===== config.mk =====
export PLATFORM = sky130hd
export DESIGN_NAME = pipeline_ctrl
export DESIGN_NICKNAME = d
export VERILOG_FILES = /design/src/rtl/pipeline_ctrl_pkg.sv /design/src/rtl/pipeline_ctrl_watchdog.sv /design/src/rtl/pipeline_ctrl.sv
export SDC_FILE = /design/constraint.sdc
export NUM_CORES = 1
export LEC_CHECK = 0
export CORE_MARGIN = 1.5
export CORE_UTILIZATION = 25
export CTS_CLUSTER_DIAMETER = 30
export DETAILED_ROUTE_END_ITERATION = 10
export HOLD_SLACK_MARGIN = 0.06
export PLACE_DENSITY = 0.54
export SLEW_MARGIN = 20
export SYNTH_ARGS = -nofsm -noshare
export SYNTH_HDL_FRONTEND = slang
export SYNTH_SLANG_ARGS = --single-unit
export TNS_END_PERCENT = 20

===== constraint.sdc =====
create_clock -name clk -period 2.5 [get_ports clk]
set_input_delay 0.625 -clock clk [delete_from_list [all_inputs] [get_ports clk]]
set_output_delay 0.625 -clock clk [all_outputs]
set_load 0.02 [all_outputs]

===== src/rtl/pipeline_ctrl_pkg.sv =====
// Shared types and defaults for the pipeline sequencer and its stall watchdog.
// State encoding, parameter defaults and the performance-counter width.
package pipeline_ctrl_pkg;

    typedef enum logic {
        RUN     = 1'b0,
        MD_WAIT = 1'b1
    } state_t;

    localparam int MAX_STALL_DEF  = 64;
    localparam int MD_MAX_LAT_DEF = 34;
    localparam int CNT_W          = 32;
    localparam int WD_W           = 16;

endpackage


===== src/rtl/pipeline_ctrl_watchdog.sv =====
// Stall watchdog: tracks consecutive front-end stall cycles and mul/div wait
// cycles, and raises a sticky timeout that only reset clears.
module pipe_stall_watchdog
    import pipeline_ctrl_pkg::*;
#(
    parameter int MAX_STALL  = MAX_STALL_DEF,
    parameter int MD_MAX_LAT = MD_MAX_LAT_DEF
) (
    input  logic clk,
    input  logic reset,
    input  logic stall,
    input  logic md_wait,
    output logic timeout
);

    localparam logic [WD_W-1:0] STALL_LIM = WD_W'(MAX_STALL);
    localparam logic [WD_W-1:0] MD_LIM    = WD_W'(MD_MAX_LAT);

    logic [WD_W-1:0] stall_cnt;
    logic [WD_W-1:0] md_cnt;
    logic [WD_W-1:0] stall_nxt;
    logic [WD_W-1:0] md_nxt;

    // NOTE: every always_comb output gets a default first so no path leaves it unassigned (no latch).
    always_comb begin
        stall_nxt = '0;
        md_nxt    = '0;
        if (stall) begin
            stall_nxt = (stall_cnt == STALL_LIM) ? stall_cnt : stall_cnt + WD_W'(1);
        end
        // md_cnt parks one above the limit so it cannot wrap back under it.
        if (md_wait) begin
            md_nxt = (md_cnt > MD_LIM) ? md_cnt : md_cnt + WD_W'(1);
        end
    end

    // NOTE: sequential state uses non-blocking assignments so every flop samples pre-edge values.
    always_ff @(posedge clk) begin
        if (reset) begin
            stall_cnt <= '0;
            md_cnt    <= '0;
            timeout   <= 1'b0;
        end else begin
            stall_cnt <= stall_nxt;
            md_cnt    <= md_nxt;
            timeout   <= timeout | (stall_nxt == STALL_LIM) | (md_nxt > MD_LIM);
        end
    end

endmodule


===== src/rtl/pipeline_ctrl.sv =====
// Pipeline sequencer: prioritises mul/div occupancy, hazard stalls and branch
// redirects into per-stage stall/flush controls. Perf counters: PIPE_CTRL_PERF_EN.
module pipeline_ctrl
    import pipeline_ctrl_pkg::*;
#(
    parameter int MAX_STALL  = MAX_STALL_DEF,
    parameter int MD_MAX_LAT = MD_MAX_LAT_DEF
) (
    input  logic             clk,
    input  logic             reset,
    input  logic             HazStallD,
    input  logic             PCSrcD,
    input  logic             MdStartE,
    input  logic             MdDoneE,
    output logic             StallF,
    output logic             StallD,
    output logic             StallE,
    output logic             FlushD,
    output logic             FlushE,
    output logic             FlushM,
    output logic             StallTimeout,
    output logic [CNT_W-1:0] PerfLwCnt,
    output logic [CNT_W-1:0] PerfMdCnt,
    output logic [CNT_W-1:0] PerfFlushCnt
);

    state_t state;
    logic   md_busy;
    logic   haz_apply;

    // A start with done in the same cycle is a single-cycle op and never occupies the unit.
    assign md_busy   = !reset && ((state == RUN) ? (MdStartE && !MdDoneE) : !MdDoneE);
    assign haz_apply = !reset && !md_busy && HazStallD;

    always_comb begin
        StallF = 1'b0;
        StallD = 1'b0;
        StallE = 1'b0;
        FlushD = 1'b0;
        FlushE = 1'b0;
        FlushM = 1'b0;
        if (reset) begin
            FlushD = 1'b1;
            FlushE = 1'b1;
            FlushM = 1'b1;
        end else if (md_busy) begin
            StallF = 1'b1;
            StallD = 1'b1;
            StallE = 1'b1;
            FlushM = 1'b1;
        end else if (haz_apply) begin
            // The branch is re-resolved next cycle with correct operands, so no FlushD here.
            StallF = 1'b1;
            StallD = 1'b1;
            FlushE = 1'b1;
        end else if (PCSrcD) begin
            FlushD = 1'b1;
        end
    end

    always_ff @(posedge clk) begin
        if (reset) begin
            state <= RUN;
        end else begin
            case (state)
                RUN:     if (MdStartE && !MdDoneE) state <= MD_WAIT;
                MD_WAIT: if (MdDoneE) state <= RUN;
                default: state <= RUN;
            endcase
        end
    end

    pipe_stall_watchdog #(
        .MAX_STALL  (MAX_STALL),
        .MD_MAX_LAT (MD_MAX_LAT)
    ) u_watchdog (
        .clk     (clk),
        .reset   (reset),
        .stall   (StallF),
        .md_wait (state == MD_WAIT),
        .timeout (StallTimeout)
    );

`ifdef PIPE_CTRL_PERF_EN
    logic [CNT_W-1:0] lw_cnt;
    logic [CNT_W-1:0] md_cnt;
    logic [CNT_W-1:0] flush_cnt;

    always_ff @(posedge clk) begin
        if (reset) begin
            lw_cnt    <= '0;
            md_cnt    <= '0;
            flush_cnt <= '0;
        end else begin
            lw_cnt    <= lw_cnt + CNT_W'(haz_apply);
            md_cnt    <= md_cnt + CNT_W'(md_busy);
            flush_cnt <= flush_cnt + CNT_W'(FlushD);
        end
    end

    assign PerfLwCnt    = lw_cnt;
    assign PerfMdCnt    = md_cnt;
    assign PerfFlushCnt = flush_cnt;
`else
    assign PerfLwCnt    = '0;
    assign PerfMdCnt    = '0;
    assign PerfFlushCnt = '0;
`endif

endmodule


==> impl_metrics.ini, run 1 <==
[final_layout]
nFillCells = 1005
layout.cells.most_common = sky130_fd_sc_hd__conb_1
layout-area-overhead-vs-synth_pct = 1.68
postLayoutCoreUtil_pct = 26.3
post_route_cells_drive_above_1_share_pct = 7.47
finalNetCount = 317
antenna-diode-count = 0
mostFrequentLayoutCells = 96 x sky130_fd_sc_hd__conb_1, 34 x sky130_fd_sc_hd__dfxtp_1, 32 x sky130_fd_sc_hd__nor2_1

[yosys]
syn_avg_cell_area_sq_um = 8.27
synth_enable_flop_cells = 0
netlist_area_sq_um = 2390
ys_dominant_reg_cell = sky130_fd_sc_hd__dfxtp_1
ys_async_sr_fraction_pct = 0
yosys_register_bits = 34
ys_warn_count = 0
yosys.area_share.xor_xnor_pct = 7.33
syn_inst = 289
fraction_of_the_mapped_netlist_area_in_adder_cells_pct = 2.09
synthDistinctLibCells = 39
simple_gate_portion_of_the_synthesized_area_pct = 21.6
synth_mux_area_share_pct = 0.419
synth_area_in_compound_gates_pct = 6.96
synth-seq-area-share_pct = 28.5
synth_top_family_by_area = buffers and inverters

[min_path]
worstHoldPathType = reg -> reg
hold-path-cell-count = 1

[clock_network]
clock_tree.htree_level_count = 2
post-cts-setup-buffers = 0
numClockSinks = 34
clk_path_buf_depth = 2
clkSlewWorstSetupHoldPaths_ns = 0.08
root_buffer = sky130_fd_sc_hd__clkbuf_8
clock_tree_from_tritoncts = built
cts-buffers-inserted = 5
worstSkewPairLatency_ns = 0.29

[timing]
maxClockFrequency_ghz = 0.407
final_min_period_over_clock_period_pct = 98.2
min_tclk_post_route_ns = 2.45
grt_setup_unrepaired = true
timing.final.max_slew_violations = 0
finalHoldViolCount = 0
final.setup_skew_ns = 0.00442
worst-slew-pin-transition_ns = 0.711
final-setup-viol-count = 0
max-slew-margin-rel_pct = 52.1
hold-worst-slack_ns = 0.462

[grt]
grt.met3_usage_pct = 2.29
top_usage_layer = met2
grt.met1_usage_pct = 9.06
antenna_found_initial = 0
global_route.overflow_total = 0
met2_usage_pct = 11.4
grt_max_degree = 17
grtUsageTotal_pct = 7.42
grt_pass1_vias = 1297
grt_pass1_wl_um = 5890

[drt]
drcViolationCount = 0
route.vias.total = 1588
drtIter0Drc = 57
antenna_violating_nets_post_route = 0
first_pass_iters = 4
drt-total-wl_um = 3610
route.detailed.wl_per_inst_um = 8.25
vias_per_cell = 3.63

[setup_path]
setup_slack_of_the_most_critical_reg_to_reg_path_ns = 0.25
crit_fanout = 5
ff2ff_path_depth = 8
worstSetupEndpointType = output pin
critical_path_required_ns = 1.88
timing.critical_path.arrival_ns = 1.83
timing_worst_setup_path_type = in -> out
start_kind = primary input

[place]
hpwl_um = 2670
gpl.final_weighted_congestion = 0.812
port_buffers = 12

[power]
switching_power_uw = 392
share_seq_of_total_power_pct = 43.6
swShare_pct = 30.9
power.density_nw_per_um2 = 522
cellInternalPower_uw = 877
comb_power_share_pct = 15.7
irDropWorstVdd_mv = 0.211
leakage_power_of_the_design_uw = 0.00106
clkPwrFrac_pct = 40.8

[floorplanning]
placeableCoreArea_sq_um = 9240
fp.dieW_um = 101
start_util_pct = 25.9
die_h_um = 101
die_area_sq_um = 10200
num_rows = 35
ioPinCount = 109

[outcome]
run_status = complete, no violations

[flow_run]
timing.max_cap.violations = 0
## sequential cells by signal, summed over array words and instances (netlist names)
register              cells
u_watchdog.stall_cnt     16
u_watchdog.md_cnt        16
state                     1
u_watchdog.timeout        1
## cells by family (layout without fill, tap and decap cells)
| logic type | count (synthesis) | count (layout) |
|---|---|---|
| fa+ha+maj | 4 | 4 |
| mux | 1 | 1 |
| other cells | 1 | 96 |
| buf+inv | 109 | 33 |
| simple gates | 97 | 97 |
| compound gates | 23 | 23 |
| xor+xnor | 20 | 20 |
| flops | 34 | 34 |
## timing repair
action	4_1_cts	5_1_grt
setup endpoints to repair	6	4
hold buffers	0	0
resized for setup	9	3
## cell type report
cell class / count / area (sq um) / share of cell area [%]
multi-input cells: 241 / 1290 / 53.0
flip-flops and latches: 34 / 681 / 28.0
repair buffers: 19 / 163 / 6.69
well taps: 129 / 161 / 6.64
clock buffers: 5 / 68.8 / 2.83
clock inverters: 3 / 45.0 / 1.85
inverters: 6 / 22.5 / 0.927
## routing by layer
| metal | wire length (um) | vias up |
|---|---|---|
| li1 | - | 802 |
| met1 | 1650 | 715 |
| met2 | 1640 | 66 |
| met3 | 240 | 5 |
| met4 | 75 | 0 |
| met5 | 0 | - |
## worst max-delay path: stages
cell                              delay [ns]
sky130_fd_sc_hd__clkdlybuf4s50_1        0.50
sky130_fd_sc_hd__o21bai_4               0.08
sky130_fd_sc_hd__a21o_1                 0.19
sky130_fd_sc_hd__inv_1                  0.09
sky130_fd_sc_hd__dlygate4sd2_1          0.34
## worst paths after layout
check,start,end
min reg2reg,u_watchdog.md_cnt[12],u_watchdog.md_cnt[12]
max reg2reg,u_watchdog.stall_cnt[0],u_watchdog.timeout
max,MdStartE,StallD
min,u_watchdog.md_cnt[12],u_watchdog.md_cnt[12]
## through the flow
stage	std cells	setup slack, ns	setup TNS, ns	area [sq um]	power [uW]
floorplan	384	0.261	0	2750	845
global route	437	-0.0322	-0.0611	2430	1330
finish	437	0.0456	0	2430	1270
global placement	429	-0.387	-1.57	2310	764
detailed placement	429	-0.417	-1.63	2310	765
CTS	437	0.000696	0	2430	1290
## synthesized netlist by cell type, types with 5 or more instances
library cell / instances / area, sq um
sky130_fd_sc_hd__buf_4: 97 / 728
sky130_fd_sc_hd__dfxtp_1: 34 / 681
sky130_fd_sc_hd__and3_1: 5 / 31.3
sky130_fd_sc_hd__nand4_1: 8 / 50.1
sky130_fd_sc_hd__and2_1: 11 / 68.8
sky130_fd_sc_hd__nand2_1: 5 / 18.8
sky130_fd_sc_hd__xor2_1: 10 / 87.6
sky130_fd_sc_hd__nor2_1: 32 / 120
sky130_fd_sc_hd__a21oi_1: 6 / 30.0
sky130_fd_sc_hd__nor2b_1: 5 / 31.3
sky130_fd_sc_hd__inv_1: 6 / 22.5
sky130_fd_sc_hd__xnor2_1: 10 / 87.6
sky130_fd_sc_hd__nand3_1: 9 / 45.0
sky130_fd_sc_hd__nor3_1: 7 / 35.0
## power by group through the flow
stage	combinational (uW)	sequential (uW)	clock [uW]
6_report	199	553	517
3_3_place_gp	199	565	0
5_1_grt	218	554	560
2_1_floorplan	282	563	0
3_5_place_dp	200	565	0
4_1_cts	197	552	543
No activity file was read; power rests on OpenSTA's default activity.
==> inputs of run 2 (changes only) <==
- ABC_AREA: unset -> 1
- GPL_TIMING_DRIVEN: unset -> 0
- PLACE_DENSITY: 0.54 -> 0.52
==> run 2 against run 1 <==
  * Core utilization rose by 7.9 points
  * Clock skew fell by 0.00063 ns
  * Register-to-register slack improved by 0.38 ns
  * Wire length rose by 41%
  * Final area rose by 45%
  * Critical path type unchanged
==> impl_metrics.ini, run 2 <==
[setup_path]
crit_fanout = 10
critPathBufInv = 4
critical_path_required_ns = 1.88
worst_path_dominant_cell_family = buffers and inverters
timing.critical_path.slowest_stage_cell = sky130_fd_sc_hd__clkdlybuf4s50_1
timing_worst_setup_path_type = in -> out
worstSetupEndpointType = output pin
timing.critical_path.arrival_ns = 1.79
critical_path.cell_chain = clkdlybuf4s50_1 > buf_4 > a21oi_1 > inv_1 > dlygate4sd2_1
max_stage_delay_ns = 0.53
start_kind = primary input

[clock_network]
post_cts_hold_buffer_count = 0
worstSkewPairLatency_ns = 0.29
cts-buffers-inserted = 5
clock_tree.htree_level_count = 2
clkSlewWorstSetupHoldPaths_ns = 0.08
numClockSinks = 34
clock_tree_from_tritoncts = built
clk_path_buf_depth = 2
root_buffer = sky130_fd_sc_hd__clkbuf_8

[yosys]
simple_gate_portion_of_the_synthesized_area_pct = 32.9
yosys.area_share.xor_xnor_pct = 1.97
ys_dominant_reg_cell = sky130_fd_sc_hd__dfxtp_1
synth_top_family_by_area = buffers and inverters
synth_most_common_cell = sky130_fd_sc_hd__buf_4
synthDistinctLibCells = 31
yosys-top-cells-count = 97 x sky130_fd_sc_hd__buf_4, 80 x sky130_fd_sc_hd__nand2_1, 55 x sky130_fd_sc_hd__nor2_1
top_cell_type_by_total_area_after_synthesis = sky130_fd_sc_hd__buf_4
synth_largest_type_area_fraction_pct = 27.3
synth_enable_flop_cells = 0
netlist_area_sq_um = 2670
syn_inst = 398
yosys_register_bits = 34
synth_area_in_compound_gates_pct = 2.16
synth_mux_area_share_pct = 0
post_synth_main_area_contributors = sky130_fd_sc_hd__buf_4 27%, sky130_fd_sc_hd__dfxtp_1 26%, sky130_fd_sc_hd__nand2_1 11%, sky130_fd_sc_hd__nor2_1 7.7%, sky130_fd_sc_hd__nand3_1 7.3%
ys_warn_count = 0
fraction_of_the_mapped_netlist_area_in_adder_cells_pct = 1.88
synth-seq-area-share_pct = 25.5
ys_async_sr_fraction_pct = 0
syn_avg_cell_area_sq_um = 6.70

[min_path]
worstHoldPathType = reg -> reg

[power]
clkPwrFrac_pct = 41.0
power.density_nw_per_um2 = 430
irDropWorstVdd_mv = 0.185
cellInternalPower_uw = 1090
swShare_pct = 28.0
leakage_power_of_the_design_uw = 0.00202
comb_power_share_pct = 22.8
switching_power_uw = 425
share_seq_of_total_power_pct = 36.2
design_power_total_uw = 1520

[final_layout]
final_cell_area_sq_um = 3530
nFillCells = 1107
mostFrequentLayoutCells = 105 x sky130_fd_sc_hd__buf_4, 96 x sky130_fd_sc_hd__conb_1, 80 x sky130_fd_sc_hd__nand2_1
post_route_cells_drive_above_1_share_pct = 26.2
layout-area-overhead-vs-synth_pct = 32.2
finalNetCount = 529
layout.cells.most_common = sky130_fd_sc_hd__buf_4
regs_by_ff_count = u_watchdog.md_cnt (16), u_watchdog.stall_cnt (16)
antenna-diode-count = 0
number_of_non_filler_instances_in_the_completed_layout = 656
postLayoutCoreUtil_pct = 34.2

[grt]
grt_pass1_wl_um = 8290
grt_max_degree = 13
antenna_found_initial = 0
global_route.overflow_total = 0
grtUsageTotal_pct = 8.90
grt_pass1_vias = 1933

[drt]
route.vias.total = 2287
drt-total-wl_um = 5080
first_pass_iters = 4
vias_per_cell = 3.49
drcViolationCount = 0
antenna_violating_nets_post_route = 0
drtIter0Drc = 59
route.detailed.wl_per_inst_um = 7.74

[timing]
grt_setup_unrepaired = false
min_tclk_post_route_ns = 2.41
finalHoldViolCount = 0
maxClockFrequency_ghz = 0.414
final-setup-viol-count = 0
final_min_period_over_clock_period_pct = 96.5
final.setup_skew_ns = 0.00379
timing.final.max_slew_violations = 0

[place]
placed_cell_area_sq_um = 3310
hpwl_um = 4100
gpl.final_weighted_congestion = 0.868
port_buffers = 12
placed_cells = 641

[outcome]
run_status = complete, no violations

[floorplanning]
ioPinCount = 109
die_area_sq_um = 11300
die_h_um = 106
start_util_pct = 25.8
fp.dieW_um = 106
num_rows = 37
placeableCoreArea_sq_um = 10300

[flow_run]
timing.max_cap.violations = 0
-- run 2: changes by cell type after synthesis, sizes merged, moves of 9 or more --
cell   change
nor2      +26
nand3     +33
inv       +41
xnor2      -9
nand2     +79
and2      -11
-- run 2: final cells by class --
type | instances | area, sq um | share of cell area, %
Timing Repair Buffer | 19 | 181 | 5.15
Clock inverter | 3 | 68.8 | 1.95
Clock buffer | 5 | 68.8 | 1.95
Sequential cell | 34 | 681 | 19.3
Buffer | 102 | 771 | 21.9
Tap cell | 136 | 170 | 4.83
Inverter | 47 | 184 | 5.22
Multi-Input combinational cell | 310 | 1400 | 39.7
-- run 2: final timing paths --
kind | endpoint | start | slack, ns | cells after the start
max reg2reg | u_watchdog.timeout | u_watchdog.stall_cnt[0] | 0.63 | 11
min | u_watchdog.md_cnt[6] | u_watchdog.md_cnt[6] | 0.45 | 2
max | FlushE | reset | 0.09 | 5
min reg2reg | u_watchdog.md_cnt[6] | u_watchdog.md_cnt[6] | 0.45 | 2
-- run 2: metrics by stage --
stage               hold slack (ns)  TNS, ns  setup slack [ns]
floorplan                     0.428        0             0.483
global placement              0.441    -2.34            -0.546
detailed placement            0.448    -2.31            -0.534
CTS                           0.460        0            0.0107
global route                  0.488        0            0.0152
finish                        0.454        0            0.0865
-- run 2: kinds of logic after synthesis --
kind of cell / count (synthesis)
adder cells (fa/ha/maj): 4
flip-flops: 34
other: 1
XOR/XNOR: 6
buffers and inverters: 149
AO/OA/AOI/OAI: 8
AND/OR/NAND/NOR: 196
-- run 2: metal layers --
layer / wire length (um) / vias up / global-route usage [%]
met5: 0 / - / 0
met4: 72 / 0 / 3.38
met3: 228 / 9 / 2.02
met2: 2550 / 58 / 15.9
met1: 2230 / 947 / 10.3
li1: - / 1273 / -
-- run 2: repair_timing --
action                                  4_1_cts  5_1_grt
endpoints found under the setup margin        6        2
cloned                                        0        1
buffers inserted                              1        5
resized for setup                            17        6
pin swaps                                     1        2
-- run 2: worst reg2reg max path, delay by kind of cell, from the launching register on --
kind | cells | cell delay, ns
fa+ha+maj | 1 | 0.25
flops | 1 | 0.39
buf+inv | 1 | 0.19
simple gates | 8 | 0.84
compound gates | 1 | 0.13
-- run 2: power by group through the flow --
stage | combinational [uW] | sequential, uW | clock (uW)
2_1_floorplan | 293 | 561 | 0
3_3_place_gp | 327 | 561 | 0
3_5_place_dp | 326 | 562 | 0
4_1_cts | 324 | 549 | 636
5_1_grt | 373 | 549 | 660
6_report | 345 | 549 | 622
==> inputs of run 3 (changes only) <==
- PLACE_DENSITY: 0.52 -> unset
==> run 3 against run 2 <==
  * Clock power fell by 30%
  * First-iteration DRC count rose by 19%
  * Global-route usage fell by 0.47 points
  * Die area did not move
  * Hold slack barely moved
  * Via count barely moved
  * Wire length fell by 3.9%
  * Clock skew rose by 0.0032 ns
  * Fmax fell by 3.1%
  * Sequential power barely moved
  * Core utilization fell by 1.2 points
  * Final area fell by 3.4%
  * Critical endpoint is now StallF
  * Largest cell class unchanged
==> impl_metrics.ini, run 3 (same netlist as run 2, synthesis figures left out) <==
[setup_path]
start_kind = primary input
timing_worst_setup_path_type = in -> out
worstSetupEndpointType = output pin
critical_path.most_common_cell = sky130_fd_sc_hd__buf_4
critical_path_required_ns = 1.88
worst_path_dominant_cell_family = buffers and inverters
timing.critical_path.slowest_stage_cell = sky130_fd_sc_hd__clkdlybuf4s50_1
crit_fanout = 11
max_stage_delay_ns = 0.45
timing.critical_path.arrival_ns = 1.87
critical_path.cell_chain = clkdlybuf4s50_1 > o21bai_4 > nand2_2 > nand2_4 > inv_4 > buf_8 > buf_4 > buf_4
critPathBufInv = 5

[final_layout]
mostFrequentLayoutCells = 101 x sky130_fd_sc_hd__buf_4, 96 x sky130_fd_sc_hd__conb_1, 80 x sky130_fd_sc_hd__nand2_1
post_route_cells_drive_above_1_share_pct = 25.1
antenna-diode-count = 0
regs_by_ff_count = u_watchdog.md_cnt (16), u_watchdog.stall_cnt (16)
layout.cells.most_common = sky130_fd_sc_hd__buf_4
nFillCells = 1144
number_of_non_filler_instances_in_the_completed_layout = 650
finalNetCount = 523
layout-area-overhead-vs-synth_pct = 27.7

[place]
placed_cells = 641
port_buffers = 12
hpwl_um = 4000
gpl.final_weighted_congestion = 0.802

[floorplanning]
start_util_pct = 25.8
num_rows = 37
die_area_sq_um = 11300
ioPinCount = 109
fp.dieW_um = 106
placeableCoreArea_sq_um = 10300
die_h_um = 106

[drt]
route.detailed.wl_per_inst_um = 7.51
route.vias.total = 2285
drt-total-wl_um = 4880
first_pass_iters = 5
vias_per_cell = 3.52
antenna_violating_nets_post_route = 0
drtIter0Drc = 70
drcViolationCount = 0

[grt]
grtUsageTotal_pct = 8.44
grt_max_degree = 12
global_route.overflow_total = 0
grt_pass1_vias = 1947
antenna_found_initial = 0
grt_pass1_wl_um = 7940

[clock_network]
worstSkewPairLatency_ns = 0.29
clk_path_buf_depth = 2
clock_tree_from_tritoncts = built
cts-buffers-inserted = 5
root_buffer = sky130_fd_sc_hd__clkbuf_8
post_cts_hold_buffer_count = 0
clock_tree.htree_level_count = 2
clkSlewWorstSetupHoldPaths_ns = 0.08
numClockSinks = 34

[timing]
finalHoldViolCount = 0
final_min_period_over_clock_period_pct = 99.7
grt_setup_unrepaired = true
timing.final.max_slew_violations = 0
min_tclk_post_route_ns = 2.49
maxClockFrequency_ghz = 0.401
final-setup-viol-count = 0
hold-worst-slack_ns = 0.454
final.setup_skew_ns = 0.00703

[flow_run]
timing.max_cap.violations = 0

[outcome]
run_status = complete, no violations

[min_path]
worstHoldPathType = reg -> reg

[power]
leakage_power_of_the_design_uw = 0.00195
irDropWorstVdd_mv = 0.203
power.density_nw_per_um2 = 386
-- run 3: cell count changes in the layout (fill, tap and decap cells not counted), sizes merged --
| cell | change |
|---|---|
| buf | -6 |
| bufinv | -2 |
| clkbuf | +1 |
| clkdlybuf4s50 | +1 |
| clkinvlp | +1 |
| dlymetal6s2s | -1 |
-- run 3: worst register-to-register path, stage by stage, from the launching register on --
cell and delay [ns]:
sky130_fd_sc_hd__dfxtp_1 0.39, sky130_fd_sc_hd__ha_1 0.26, sky130_fd_sc_hd__nand3_1 0.14, sky130_fd_sc_hd__inv_1 0.20, sky130_fd_sc_hd__nand4_1 0.12, sky130_fd_sc_hd__nand3_1 0.12
sky130_fd_sc_hd__nand2_1 0.06, sky130_fd_sc_hd__nor2_1 0.16, sky130_fd_sc_hd__nand2_1 0.07, sky130_fd_sc_hd__nor2_1 0.13, sky130_fd_sc_hd__nor2_1 0.07, sky130_fd_sc_hd__a21oi_2 0.12
-- run 3: layer usage --
layer | GRT usage, % | share of wire [%] | up-vias
li1 | - | - | 1261
met1 | 9.25 | 43 | 958
met2 | 15.8 | 51 | 62
met3 | 2.08 | 5.8 | 4
met4 | 2.70 | 0.72 | 0
met5 | 0 | 0 | -
-- run 3: power breakdown --
part	leakage, uW	switching (uW)	internal (uW)	total (uW)
logic	0.00163	194	134	328
clock network	0.0000472	216	221	437
registers	0.000274	3.69	545	549
total	0.00195	414	901	1310
-- run 3: worst paths after layout --
path / from / to / slack, ns / cells after the start
worst max-delay path: MdDoneE / StallF / 0.009 / 8
worst min register to register: u_watchdog.md_cnt[7] / u_watchdog.md_cnt[7] / 0.45 / 2
worst max register to register: u_watchdog.stall_cnt[0] / u_watchdog.timeout / 0.62 / 11
worst min-delay path: u_watchdog.md_cnt[7] / u_watchdog.md_cnt[7] / 0.45 / 2
-- run 3: area by class of cell --
cell class	instances	area (sq um)	share of cell area, %
Multi-Input combinational cell	310	1400	41.1
Buffer	102	771	22.6
Sequential cell	34	681	20.0
Inverter	47	179	5.25
Tap cell	136	170	4.99
Timing Repair Buffer	13	113	3.31
Clock buffer	6	82.6	2.42
Clock inverter	2	12.5	0.367
-- run 3: metrics by stage --
step	setup WS [ns]	power [uW]	util, %	TNS (ns)	cell area [sq um]
after floorplan	0.483	854	-	0	3020
after global placement	-0.465	887	32.1	-2.01	3310
after detailed placement	-0.465	888	32.1	-2.05	3310
after CTS	-0.107	1320	33.1	-0.188	3410
after global routing	-0.0454	1370	33.0	-0.0454	3410
final	0.00860	1310	33.0	0	3410
-- run 3: what timing repair did --
action                                  CTS  global route
buffers inserted                          1             0
endpoints found under the setup margin    6             3
resized for setup                        13             5
pin swaps                                 1             0
